[config.mk]
export PLATFORM = sky130hd
export DESIGN_NAME = univ_shift_reg_n_flat
export DESIGN_NICKNAME = d
export VERILOG_FILES = /design/src/rtl/univ_shift_reg_n_pkg.sv /design/src/rtl/univ_shift_reg_n_if.sv /design/src/rtl/univ_shift_reg_n_step.sv /design/src/rtl/univ_shift_reg_n.sv /design/src/flat_wrapper.sv
export SDC_FILE = /design/constraint.sdc
export NUM_CORES = 1
export LEC_CHECK = 0
export CAP_MARGIN = 15
export CORE_MARGIN = 10
export CORE_UTILIZATION = 40
export CTS_BUF_LIST = sky130_fd_sc_hd__clkbuf_4
export CTS_CLUSTER_DIAMETER = 150
export CTS_CLUSTER_SIZE = 30
export DETAILED_ROUTE_END_ITERATION = 12
export HOLD_SLACK_MARGIN = 0.15
export PLACE_DENSITY_LB_ADDON = 0.1
export SYNTH_ARGS = -nofsm -noshare
export SYNTH_HDL_FRONTEND = slang
export SYNTH_SLANG_ARGS = --single-unit
[constraint.sdc]
create_clock -name clk -period 2 [get_ports clk]
set_clock_uncertainty 0.05 [all_clocks]
set_input_delay 0.3 -clock clk [delete_from_list [all_inputs] [get_ports clk]]
set_output_delay 0.3 -clock clk [all_outputs]
set_load 0.01 [all_outputs]
[src/rtl/univ_shift_reg_n_pkg.sv]
// Shared constants for the universal shift register: operation encodings
// and burst-controller FSM states.
package shift_pkg;

   localparam logic [2:0] MODE_HOLD = 3'b000;
   localparam logic [2:0] MODE_SHR  = 3'b001;
   localparam logic [2:0] MODE_SHL  = 3'b010;
   localparam logic [2:0] MODE_LOAD = 3'b011;
   localparam logic [2:0] MODE_ROR  = 3'b100;
   localparam logic [2:0] MODE_ROL  = 3'b101;
   localparam logic [2:0] MODE_ASR  = 3'b110;
   localparam logic [2:0] MODE_CLR  = 3'b111;

   typedef enum logic {
      ST_IDLE  = 1'b0,
      ST_BURST = 1'b1
   } state_t;

endpackage

[src/rtl/univ_shift_reg_n_if.sv]
// Control/data bundle of the universal shift register. The register has no
// ready backpressure: start is a request sampled only in IDLE, busy marks a
// burst in flight and done is a one-cycle completion pulse after busy falls.
interface univ_shift_reg_n_if #(parameter int WIDTH = 8);

   localparam int CNT_W = $clog2(WIDTH) + 1;

   logic             en;
   logic [2:0]       mode;
   logic [WIDTH-1:0] p_in;
   logic             serial_right;
   logic             serial_left;
   logic             start;
   logic [CNT_W-1:0] amount;
   logic [WIDTH-1:0] q;
   logic             so_r;
   logic             so_l;
   logic             busy;
   logic             done;

   modport master (
      output en, mode, p_in, serial_right, serial_left, start, amount,
      input  q, so_r, so_l, busy, done
   );

   modport slave (
      input  en, mode, p_in, serial_right, serial_left, start, amount,
      output q, so_r, so_l, busy, done
   );

endinterface

[src/rtl/univ_shift_reg_n_step.sv]
// Combinational next-value function of the shift register; shared by single
// steps and burst steps.
module shift_step
   import shift_pkg::*;
#(
   parameter int WIDTH = 8
)
(
   input  logic [WIDTH-1:0] i_q,
   input  logic [2:0]       i_mode,
   input  logic [WIDTH-1:0] i_p_in,
   input  logic             i_serial_right,
   input  logic             i_serial_left,
   output logic [WIDTH-1:0] o_next
);

   always_comb begin
      o_next = i_q;
      case (i_mode)
         MODE_HOLD: o_next = i_q;
         MODE_SHR:  o_next = {i_serial_right, i_q[WIDTH-1:1]};
         MODE_SHL:  o_next = {i_q[WIDTH-2:0], i_serial_left};
         MODE_LOAD: o_next = i_p_in;
         MODE_ROR:  o_next = {i_q[0], i_q[WIDTH-1:1]};
         MODE_ROL:  o_next = {i_q[WIDTH-2:0], i_q[WIDTH-1]};
         MODE_ASR:  o_next = {i_q[WIDTH-1], i_q[WIDTH-1:1]};
         MODE_CLR:  o_next = '0;
         default:   o_next = i_q;
      endcase
   end

endmodule

[src/rtl/univ_shift_reg_n.sv]
// Parametrised universal shift register with single-step operation and a
// start/busy/done controlled multi-cycle burst.
module univ_shift_reg_n
   import shift_pkg::*;
#(
   parameter int WIDTH = 8
)
(
   input  logic              clk,
   input  logic              rst_n,
   univ_shift_reg_n_if.slave bus,
   output state_t            o_state
);

   localparam int CNT_W = $clog2(WIDTH) + 1;

   state_t           r_state, w_state_nx;
   logic [CNT_W-1:0] r_cnt, w_cnt_nx;
   logic [2:0]       r_mode, w_mode_nx, w_step_mode;
   logic [WIDTH-1:0] r_q, w_q_nx, w_step;
   logic             r_done, w_done_nx;

   // A burst replays the latched mode; live mode only drives single steps.
   assign w_step_mode = (r_state == ST_BURST) ? r_mode : bus.mode;

   shift_step #(.WIDTH(WIDTH)) u_step (
      .i_q            (r_q),
      .i_mode         (w_step_mode),
      .i_p_in         (bus.p_in),
      .i_serial_right (bus.serial_right),
      .i_serial_left  (bus.serial_left),
      .o_next         (w_step)
   );

   always_ff @(posedge clk or negedge rst_n) begin
      if (!rst_n) begin
         r_state <= ST_IDLE;
         r_cnt   <= '0;
         r_mode  <= MODE_HOLD;
         r_q     <= '0;
         r_done  <= 1'b0;
      end else begin
         r_state <= w_state_nx;
         r_cnt   <= w_cnt_nx;
         r_mode  <= w_mode_nx;
         r_q     <= w_q_nx;
         r_done  <= w_done_nx;
      end
   end

   always_comb begin
      w_state_nx = r_state;
      w_cnt_nx   = r_cnt;
      w_mode_nx  = r_mode;
      w_q_nx     = r_q;
      w_done_nx  = 1'b0;
      case (r_state)
         ST_IDLE: begin
            if (bus.start) begin
               // A zero-length burst completes immediately without entering BURST.
               if (bus.amount != '0) begin
                  w_mode_nx  = bus.mode;
                  w_cnt_nx   = bus.amount;
                  w_state_nx = ST_BURST;
               end else begin
                  w_done_nx = 1'b1;
               end
            end else if (bus.en) begin
               w_q_nx = w_step;
            end
         end
         ST_BURST: begin
            if (bus.en) begin
               w_q_nx   = w_step;
               w_cnt_nx = r_cnt - CNT_W'(1);
               if (r_cnt == CNT_W'(1)) begin
                  w_state_nx = ST_IDLE;
                  w_done_nx  = 1'b1;
               end
            end
         end
         default: w_state_nx = ST_IDLE;
      endcase
   end

   always_comb begin
      bus.q    = r_q;
      bus.so_r = r_q[0];
      bus.so_l = r_q[WIDTH-1];
      bus.busy = (r_state == ST_BURST);
      bus.done = r_done;
      o_state  = r_state;
   end

endmodule

[src/flat_wrapper.sv]
// flat-port wrapper written by rule: the top's interface ports become plain ports
module univ_shift_reg_n_flat import shift_pkg::*;
#(
   parameter int WIDTH = 8
)
  (clk, rst_n, o_state, bus_en, bus_mode, bus_p_in, bus_serial_right, bus_serial_left, bus_start, bus_amount, bus_q, bus_so_r, bus_so_l, bus_busy, bus_done);
  univ_shift_reg_n_if #(.WIDTH(WIDTH)) bus_i ();
  input  logic clk;
  input  logic rst_n;
  output state_t o_state;
  input wire logic [$bits(bus_i.en)-1:0] bus_en;
  input wire logic [$bits(bus_i.mode)-1:0] bus_mode;
  input wire logic [$bits(bus_i.p_in)-1:0] bus_p_in;
  input wire logic [$bits(bus_i.serial_right)-1:0] bus_serial_right;
  input wire logic [$bits(bus_i.serial_left)-1:0] bus_serial_left;
  input wire logic [$bits(bus_i.start)-1:0] bus_start;
  input wire logic [$bits(bus_i.amount)-1:0] bus_amount;
  output wire logic [$bits(bus_i.q)-1:0] bus_q;
  output wire logic [$bits(bus_i.so_r)-1:0] bus_so_r;
  output wire logic [$bits(bus_i.so_l)-1:0] bus_so_l;
  output wire logic [$bits(bus_i.busy)-1:0] bus_busy;
  output wire logic [$bits(bus_i.done)-1:0] bus_done;
  assign bus_i.en = bus_en;
  assign bus_i.mode = bus_mode;
  assign bus_i.p_in = bus_p_in;
  assign bus_i.serial_right = bus_serial_right;
  assign bus_i.serial_left = bus_serial_left;
  assign bus_i.start = bus_start;
  assign bus_i.amount = bus_amount;
  assign bus_q = bus_i.q;
  assign bus_so_r = bus_i.so_r;
  assign bus_so_l = bus_i.so_l;
  assign bus_busy = bus_i.busy;
  assign bus_done = bus_i.done;
  univ_shift_reg_n #(.WIDTH(WIDTH)) u_core (.clk(clk), .rst_n(rst_n), .bus(bus_i), .o_state(o_state));
endmodule
==> results.py, run 1 <==
metrics = {
    "run_status": {
        "status": "finished, final reports clean",
    },
    "layout": {
        "final_common_cell": "clkdlybuf4s50_1",
        "drive_above_1_share_pct": 16.2,
        "fin_nets": 197,
        "finalNonFillerCells": 204,
        "layout_common_cells": "clkdlybuf4s50_1, nand2_1, buf_4, dfrtp_1, nor2_1",
        "seq_area_um2": 427,
        "syn2layout_area_growth_pct": 40.0,
        "fillers": 256,
        "diodes": 0,
        "multiInputGateArea_um2": 627,
    },
    "clocking": {
        "cts_tree": "built",
        "cts_sinks": 17,
        "cts_made_buffers": 3,
        "postCtsSetupRepairBufs": 0,
        "h-tree-depth": 1,
        "clockBufferDepth": 2,
        "worst_skew_pair.late_latency_ns": 0.29,
        "path_clk_slew_ns": 0.10,
        "clock-root-buffer": "clkbuf_4",
    },
    "yosys": {
        "synth_area_um2": 1150,
        "synthAdderAreaFrac_pct": 2.17,
        "synth_top_family_by_area": "compound AO/OA/AOI/OAI gates",
        "synth_xor_area_share_pct": 1.52,
        "synthMuxAreaShare_pct": 7.17,
        "yosysWarnings": 0,
        "syn_nets": 153,
        "ys_types": 37,
        "synth_compound_area_share_pct": 22.9,
        "synthFlopType": "dfrtp_1",
        "yosys.area_share.simple_pct": 20.6,
        "synthArstFlopShare_pct": 100,
        "ys_seq_area_share_pct": 36.9,
        "synth_edf_count": 0,
        "synth_cells": 130,
        "synth_seq_cells": 17,
        "avgSynthCellArea_um2": 8.86,
    },
    "power_and_ir_drop": {
        "fin_total_pwr_w": 0.00212,
        "switching_share_pct": 40.5,
        "power.density_nw_per_um2": 1320,
        "seq_power_share_pct": 32.8,
        "cellLeakagePower_nw": 0.709,
        "peakVddDrop_mv": 0.800,
        "pwr-share-clk_pct": 8.5,
        "switchingPower_w": 0.000860,
        "p_int_w": 0.00126,
        "combinationalPowerShare_pct": 58.7,
    },
    "placement": {
        "gp_congestion": 0.814,
        "numPlacedInstances": 200,
        "io_buffers": 33,
        "dp_hpwl_um": 2560,
    },
    "grt": {
        "antenna_found_initial": 0,
        "use_met3_pct": 3.90,
        "grt_usage_pct": 12.1,
        "grt-ovfl-total": 0,
        "use_met1_pct": 15.3,
        "grt_max_degree": 18,
        "busiest_layer": "met2",
        "grt_pass1_wl_um": 5350,
        "met2_usage_pct": 19.3,
        "grt_pass1_vias": 1091,
    },
    "drt": {
        "wl_um": 3200,
        "vias": 1132,
        "wl_per_cell_um": 15.7,
        "via_per_inst": 5.55,
        "first_iter_violations": 66,
        "antenna_left": 0,
        "drtPass1Iterations": 4,
        "drc": 0,
    },
    "timing": {
        "post-route-period-util_pct": 92.6,
        "rsz0062_at_grt": "false",
        "relSlewSlack_pct": 73.6,
        "period_needed_ns": 1.85,
        "hold_viol_final": 0,
        "fmax_mhz": 540,
        "final_max_slew_viol_count": 0,
        "setup_violations": 0,
        "worstMarginPinSlew_ns": 0.395,
    },
    "floorplanning": {
        "io_pins": 34,
        "die_area_um2": 5430,
        "dieWidth_um": 73.7,
        "die_h_um": 73.7,
        "core_um2": 2760,
        "initial_core_util_pct": 41.8,
        "rows": 19,
    },
    "setup_path": {
        "reg2reg_setup_slack_ns": 0.17,
        "critical_path.startpoint_type": "flop",
        "critPathArrivalTime_ns": 1.50,
        "cp.required_ns": 1.65,
        "path_max_fanout": 11,
        "criticalPathCategory": "reg2out",
        "end_kind": "output pin",
    },
    "flow_run": {
        "drv_cap": 0,
    },
    "hold_path": {
        "hold_path.class": "in2async",
    },
}
==> kinds of logic (layout without fill, tap and decap cells) <==
logic type | count (synthesis) | count (layout)
and+or+nand+nor | 49 | 49
AOI/OAI and AO/OA | 37 | 37
DFF | 17 | 17
buffers and inverters | 16 | 59
muxes | 7 | 7
adders and majority gates | 2 | 2
xor gates and xnor gates | 2 | 2
==> state kept, by name (all words and copies together), names as in the netlist <==
name,cells
u_core.r_cnt,4
u_core.bus.done,1
u_core.bus.busy,1
u_core.bus.q,8
u_core.r_mode,3
==> area by class of cell <==
cell class	instances	share of cell area [%]
multi-input cells	97	38.9
repair buffers	51	29.6
flip-flops and latches	17	26.5
well taps	31	2.40
clock buffers	3	1.40
inverters	4	0.931
clock inverters	1	0.310
==> timing repair <==
action / 4_1_cts / 5_1_grt
hold buffers: 0 / 0
gates resized for setup: 0 / 1
setup endpoints to repair: 0 / 2
endpoints found under the hold margin: 0 / 0
==> metrics by stage <==
stage	cell area (um^2)	setup TNS [ns]	utilization [%]	hold WS [ns]	setup slack, ns
global route	1610	0	58.5	0.272	0.0521
floorplan	1150	0	-	-0.0456	0.155
CTS	1610	0	58.4	0.263	0.0303
global placement	1580	-0.403	57.4	0.502	-0.0798
detailed placement	1580	-0.527	57.4	0.514	-0.0870
finish	1610	0	58.5	0.268	0.147
==> metal layers <==
metal	share of wire, %	vias up	routed length [um]
met5	0	-	0
met4	0.53	0	17
met3	5.8	2	186
met2	48	25	1530
met1	46	539	1460
li1	-	566	-
==> worst max-delay path, stage by stage (launching register included) <==
cell and delay, ns:
dfrtp_2 0.46, buf_4 0.21, clkdlybuf4s50_1 0.55
==> cell usage after synthesis, types with 2 or more instances <==
master / n / area, um^2
nand2_1: 18 / 67.6
dfrtp_1: 17 / 425
nor2_1: 11 / 41.3
a21oi_1: 8 / 40.0
a22oi_1: 7 / 52.6
a211oi_1: 6 / 45.0
a221o_1: 6 / 60.1
o21ai_0: 6 / 30.0
nor3_1: 5 / 25.0
inv_1: 4 / 15.0
buf_2: 3 / 15.0
buf_4: 3 / 22.5
buf_6: 3 / 33.8
mux2i_1: 3 / 30.0
nand3_1: 3 / 15.0
clkbuf_2: 2 / 10.0
ha_1: 2 / 25.0
mux2_2: 2 / 22.5
mux2_4: 2 / 30.0
nor4_1: 2 / 12.5
==> power groups by stage <==
stage	clock, W	combinational (W)	sequential (W)
2_1_floorplan	0	0.000827	0.000645
3_3_place_gp	0	0.00122	0.000692
3_5_place_dp	0	0.00125	0.000699
4_1_cts	0.000197	0.00126	0.000693
5_1_grt	0.000206	0.00138	0.000728
6_report	0.000181	0.00125	0.000697
==> path summary, 6_finish.rpt <==
path                                                  start                           to  depth (start not counted)
worst max-delay path              u_core.bus.busy$_DFF_PN0_                      o_state                          2
worst min-delay path                                  rst_n  u_core.bus.q[3]$_DFFE_PN0P_                          2
worst max register to register    u_core.bus.busy$_DFF_PN0_  u_core.bus.q[6]$_DFFE_PN0P_                          5
worst min register to register  u_core.bus.q[3]$_DFFE_PN0P_  u_core.bus.q[4]$_DFFE_PN0P_                          1
max in group asynchronous                             rst_n    u_core.bus.busy$_DFF_PN0_                          2
min in group clk                u_core.bus.q[3]$_DFFE_PN0P_  u_core.bus.q[4]$_DFFE_PN0P_                          1
(Power assumes the default switching activity.)
==> run 2: changes to the inputs <==
--- a/config.mk
+++ b/config.mk
@@ -14,6 +14,7 @@
 export DETAILED_ROUTE_END_ITERATION = 12
 export HOLD_SLACK_MARGIN = 0.15
 export PLACE_DENSITY_LB_ADDON = 0.1
+export SKIP_CTS_REPAIR_TIMING = 1
 export SYNTH_ARGS = -nofsm -noshare
 export SYNTH_HDL_FRONTEND = slang
 export SYNTH_SLANG_ARGS = --single-unit
==> results of run 2 <==
Final layout, timing and power as in run 1 (identical DEF).
==> run 3: changes to the inputs <==
--- a/config.mk
+++ b/config.mk
@@ -17,4 +17,5 @@
 export SKIP_CTS_REPAIR_TIMING = 1
 export SYNTH_ARGS = -nofsm -noshare
 export SYNTH_HDL_FRONTEND = slang
+export SYNTH_HIERARCHICAL = 1
 export SYNTH_SLANG_ARGS = --single-unit
==> results.py, run 3 <==
metrics = {
    "yosys": {
        "synthArstFlopShare_pct": 100,
        "yosysTopAreaCellShare_pct": 31.4,
        "synth_top_family_by_area": "compound AO/OA/AOI/OAI gates",
        "synthAdderAreaFrac_pct": 1.85,
        "synth.most_common_cell": "mux2_2",
        "synthMuxAreaShare_pct": 17.2,
        "ys_seq_area_share_pct": 31.4,
        "synth_compound_area_share_pct": 25.4,
        "avgSynthCellArea_um2": 9.69,
        "synth_area_um2": 1360,
        "yosys.area_share.simple_pct": 15.8,
        "ys_types": 47,
        "synthFlopType": "dfrtp_1",
        "synth_seq_cells": 17,
        "synth_top_area_cell": "dfrtp_1",
        "synthTopCellsByCount": "mux2_2, dfrtp_1, nand2b_1",
        "synth_xor_area_share_pct": 0.646,
        "synth_cells": 140,
        "syn_nets": 163,
        "synth_edf_count": 0,
        "yosysWarnings": 6,
        "synth_area_leaders": "dfrtp_1, mux2_2, nand2b_1",
    },
    "grt": {
        "grt_max_degree": 18,
        "grt_usage_pct": 11.1,
        "grt_pass1_wl_um": 5750,
        "grt_pass1_vias": 1223,
        "antenna_found_initial": 0,
        "grt-ovfl-total": 0,
    },
    "floorplanning": {
        "die_area_um2": 6120,
        "dieWidth_um": 78.2,
        "core_um2": 3310,
        "initial_core_util_pct": 41.0,
        "io_pins": 34,
        "rows": 21,
        "die_h_um": 78.2,
    },
    "flow_run": {
        "drv_cap": 0,
    },
    "clocking": {
        "clockBufferDepth": 2,
        "h-tree-depth": 1,
        "worst_skew_pair.late_latency_ns": 0.29,
        "cts_sinks": 17,
        "cts_tree": "built",
        "clock-root-buffer": "clkbuf_4",
        "cts_made_buffers": 3,
        "path_clk_slew_ns": 0.11,
    },
    "drt": {
        "wl_um": 3560,
        "via_per_inst": 5.38,
        "antenna_left": 0,
        "drc": 0,
        "drtPass1Iterations": 6,
        "wl_per_cell_um": 15.3,
        "vias": 1253,
        "first_iter_violations": 83,
    },
    "timing": {
        "setup_violations": 0,
        "post-route-period-util_pct": 96.8,
        "fmax_mhz": 517,
        "period_needed_ns": 1.94,
        "worstMarginPinSlew_ns": 0.372,
        "hold_viol_final": 0,
        "relSlewSlack_pct": 74.8,
        "rsz0062_at_grt": "false",
        "final_max_slew_viol_count": 0,
    },
    "setup_path": {
        "criticalPathCategory": "reg2reg",
        "end_kind": "flop",
        "cp.required_ns": 2.14,
        "critical_path.startpoint_type": "flop",
        "path_max_fanout": 12,
        "critPathArrivalTime_ns": 2.07,
    },
    "layout": {
        "diodes": 0,
        "seq_area_um2": 425,
        "fillers": 311,
        "multiInputGateArea_um2": 847,
        "layout_common_cells": "clkdlybuf4s50_1, buf_4, dfrtp_1, mux2_2",
        "drive_above_1_share_pct": 28.3,
        "largest_register_ffs": 8,
        "finalNonFillerCells": 233,
        "fin_nets": 211,
        "final_common_cell": "clkdlybuf4s50_1",
        "syn2layout_area_growth_pct": 37.7,
    },
    "placement": {
        "io_buffers": 33,
        "dp_hpwl_um": 2790,
        "numPlacedInstances": 229,
        "gp_congestion": 0.898,
    },
    "power_and_ir_drop": {
        "power.density_nw_per_um2": 1710,
        "fin_total_pwr_w": 0.00320,
        "peakVddDrop_mv": 0.677,
        "cellLeakagePower_nw": 0.760,
    },
    "hold_path": {
        "hold_path.class": "in2async",
    },
    "run_status": {
        "status": "finished, final reports clean",
    },
}
## run 3: changes by cell type in the layout (fill, tap and decap cells not counted), moves of 4 or more
| cell | change |
|---|---|
| a22oi_1 | -6 |
| nand2_1 | -12 |
| nor2_1 | -6 |
| a211oi_1 | -4 |
| o21ai_1 | +4 |
| o22ai_1 | +5 |
| a221o_1 | -6 |
| o21ai_0 | -4 |
| nand2b_1 | +5 |
| mux2_2 | +14 |
| a21oi_1 | -5 |
## run 3: layer usage
metal | GRT usage, % | wire [um]
met1 | 14.0 | 1660
met2 | 18.4 | 1750
met3 | 2.85 | 132
met4 | 3.05 | 19
met5 | 0 | 0
## run 3: per-stage QoR
step           cell area, um^2  worst slack [ns]  hold slack (ns)  utilization [%]  TNS [ns]
2_1_floorplan             1390           -0.0837          -0.0456                -    -0.112
3_3_place_gp              1840            -0.135            0.437             55.6    -0.751
3_5_place_dp              1840            -0.177            0.441             55.6    -0.911
4_1_cts                   1870            0.0641            0.271             56.4         0
5_1_grt                   1870            0.0338            0.288             56.4         0
6_report                  1870            0.0643            0.278             56.4         0
## run 3: cell type report
cell class / count / share of cell area (%)
inverter: 8 / 1.61
sequential: 17 / 22.8
clock inverter: 1 / 0.268
clock buffer: 3 / 1.21
tap: 46 / 3.08
timing repair buffer: 53 / 25.7
multi-input combinational: 105 / 45.3
## run 3: report_power, final
part	total, W	switching (W)	internal (W)
combinational	0.00226	0.000962	0.00130
sequential	0.000749	0.000234	0.000515
clock	0.000189	0.000115	0.0000744
## run 3: worst paths after layout
kind	cells past startpoint	end	slack, ns	from
max in group asynchronous	2	u_core/r_mode[1]$_DFFE_PN0P_	1.42	rst_n
min	2	u_core/bus.q[6]$_DFFE_PN0P_	0.28	rst_n
max reg2reg	6	u_core/bus.q[5]$_DFFE_PN0P_	0.06	u_core/bus.busy$_DFF_PN0_
min in group clk	1	u_core/r_mode[1]$_DFFE_PN0P_	0.47	u_core/r_mode[1]$_DFFE_PN0P_
max	6	u_core/bus.q[5]$_DFFE_PN0P_	0.06	u_core/bus.busy$_DFF_PN0_
min reg2reg	1	u_core/r_mode[1]$_DFFE_PN0P_	0.47	u_core/r_mode[1]$_DFFE_PN0P_
## run 3: critical path, cell delays in order, from the launching register on
cell	delay (ns)
dfrtp_1	0.45
mux2_4	0.36
buf_4	0.19
mux2_2	0.27
o22ai_1	0.15
a221oi_1	0.10
mux2_2	0.26
## run 3: cells by family (layout without fill, tap and decap cells)
kind of cell / Yosys count / in the layout
simple gates: 36 / 36
compound gates: 45 / 45
fa+ha+maj: 2 / 2
mux: 21 / 21
xor+xnor: 1 / 1
flops: 17 / 17
buf+inv: 18 / 65
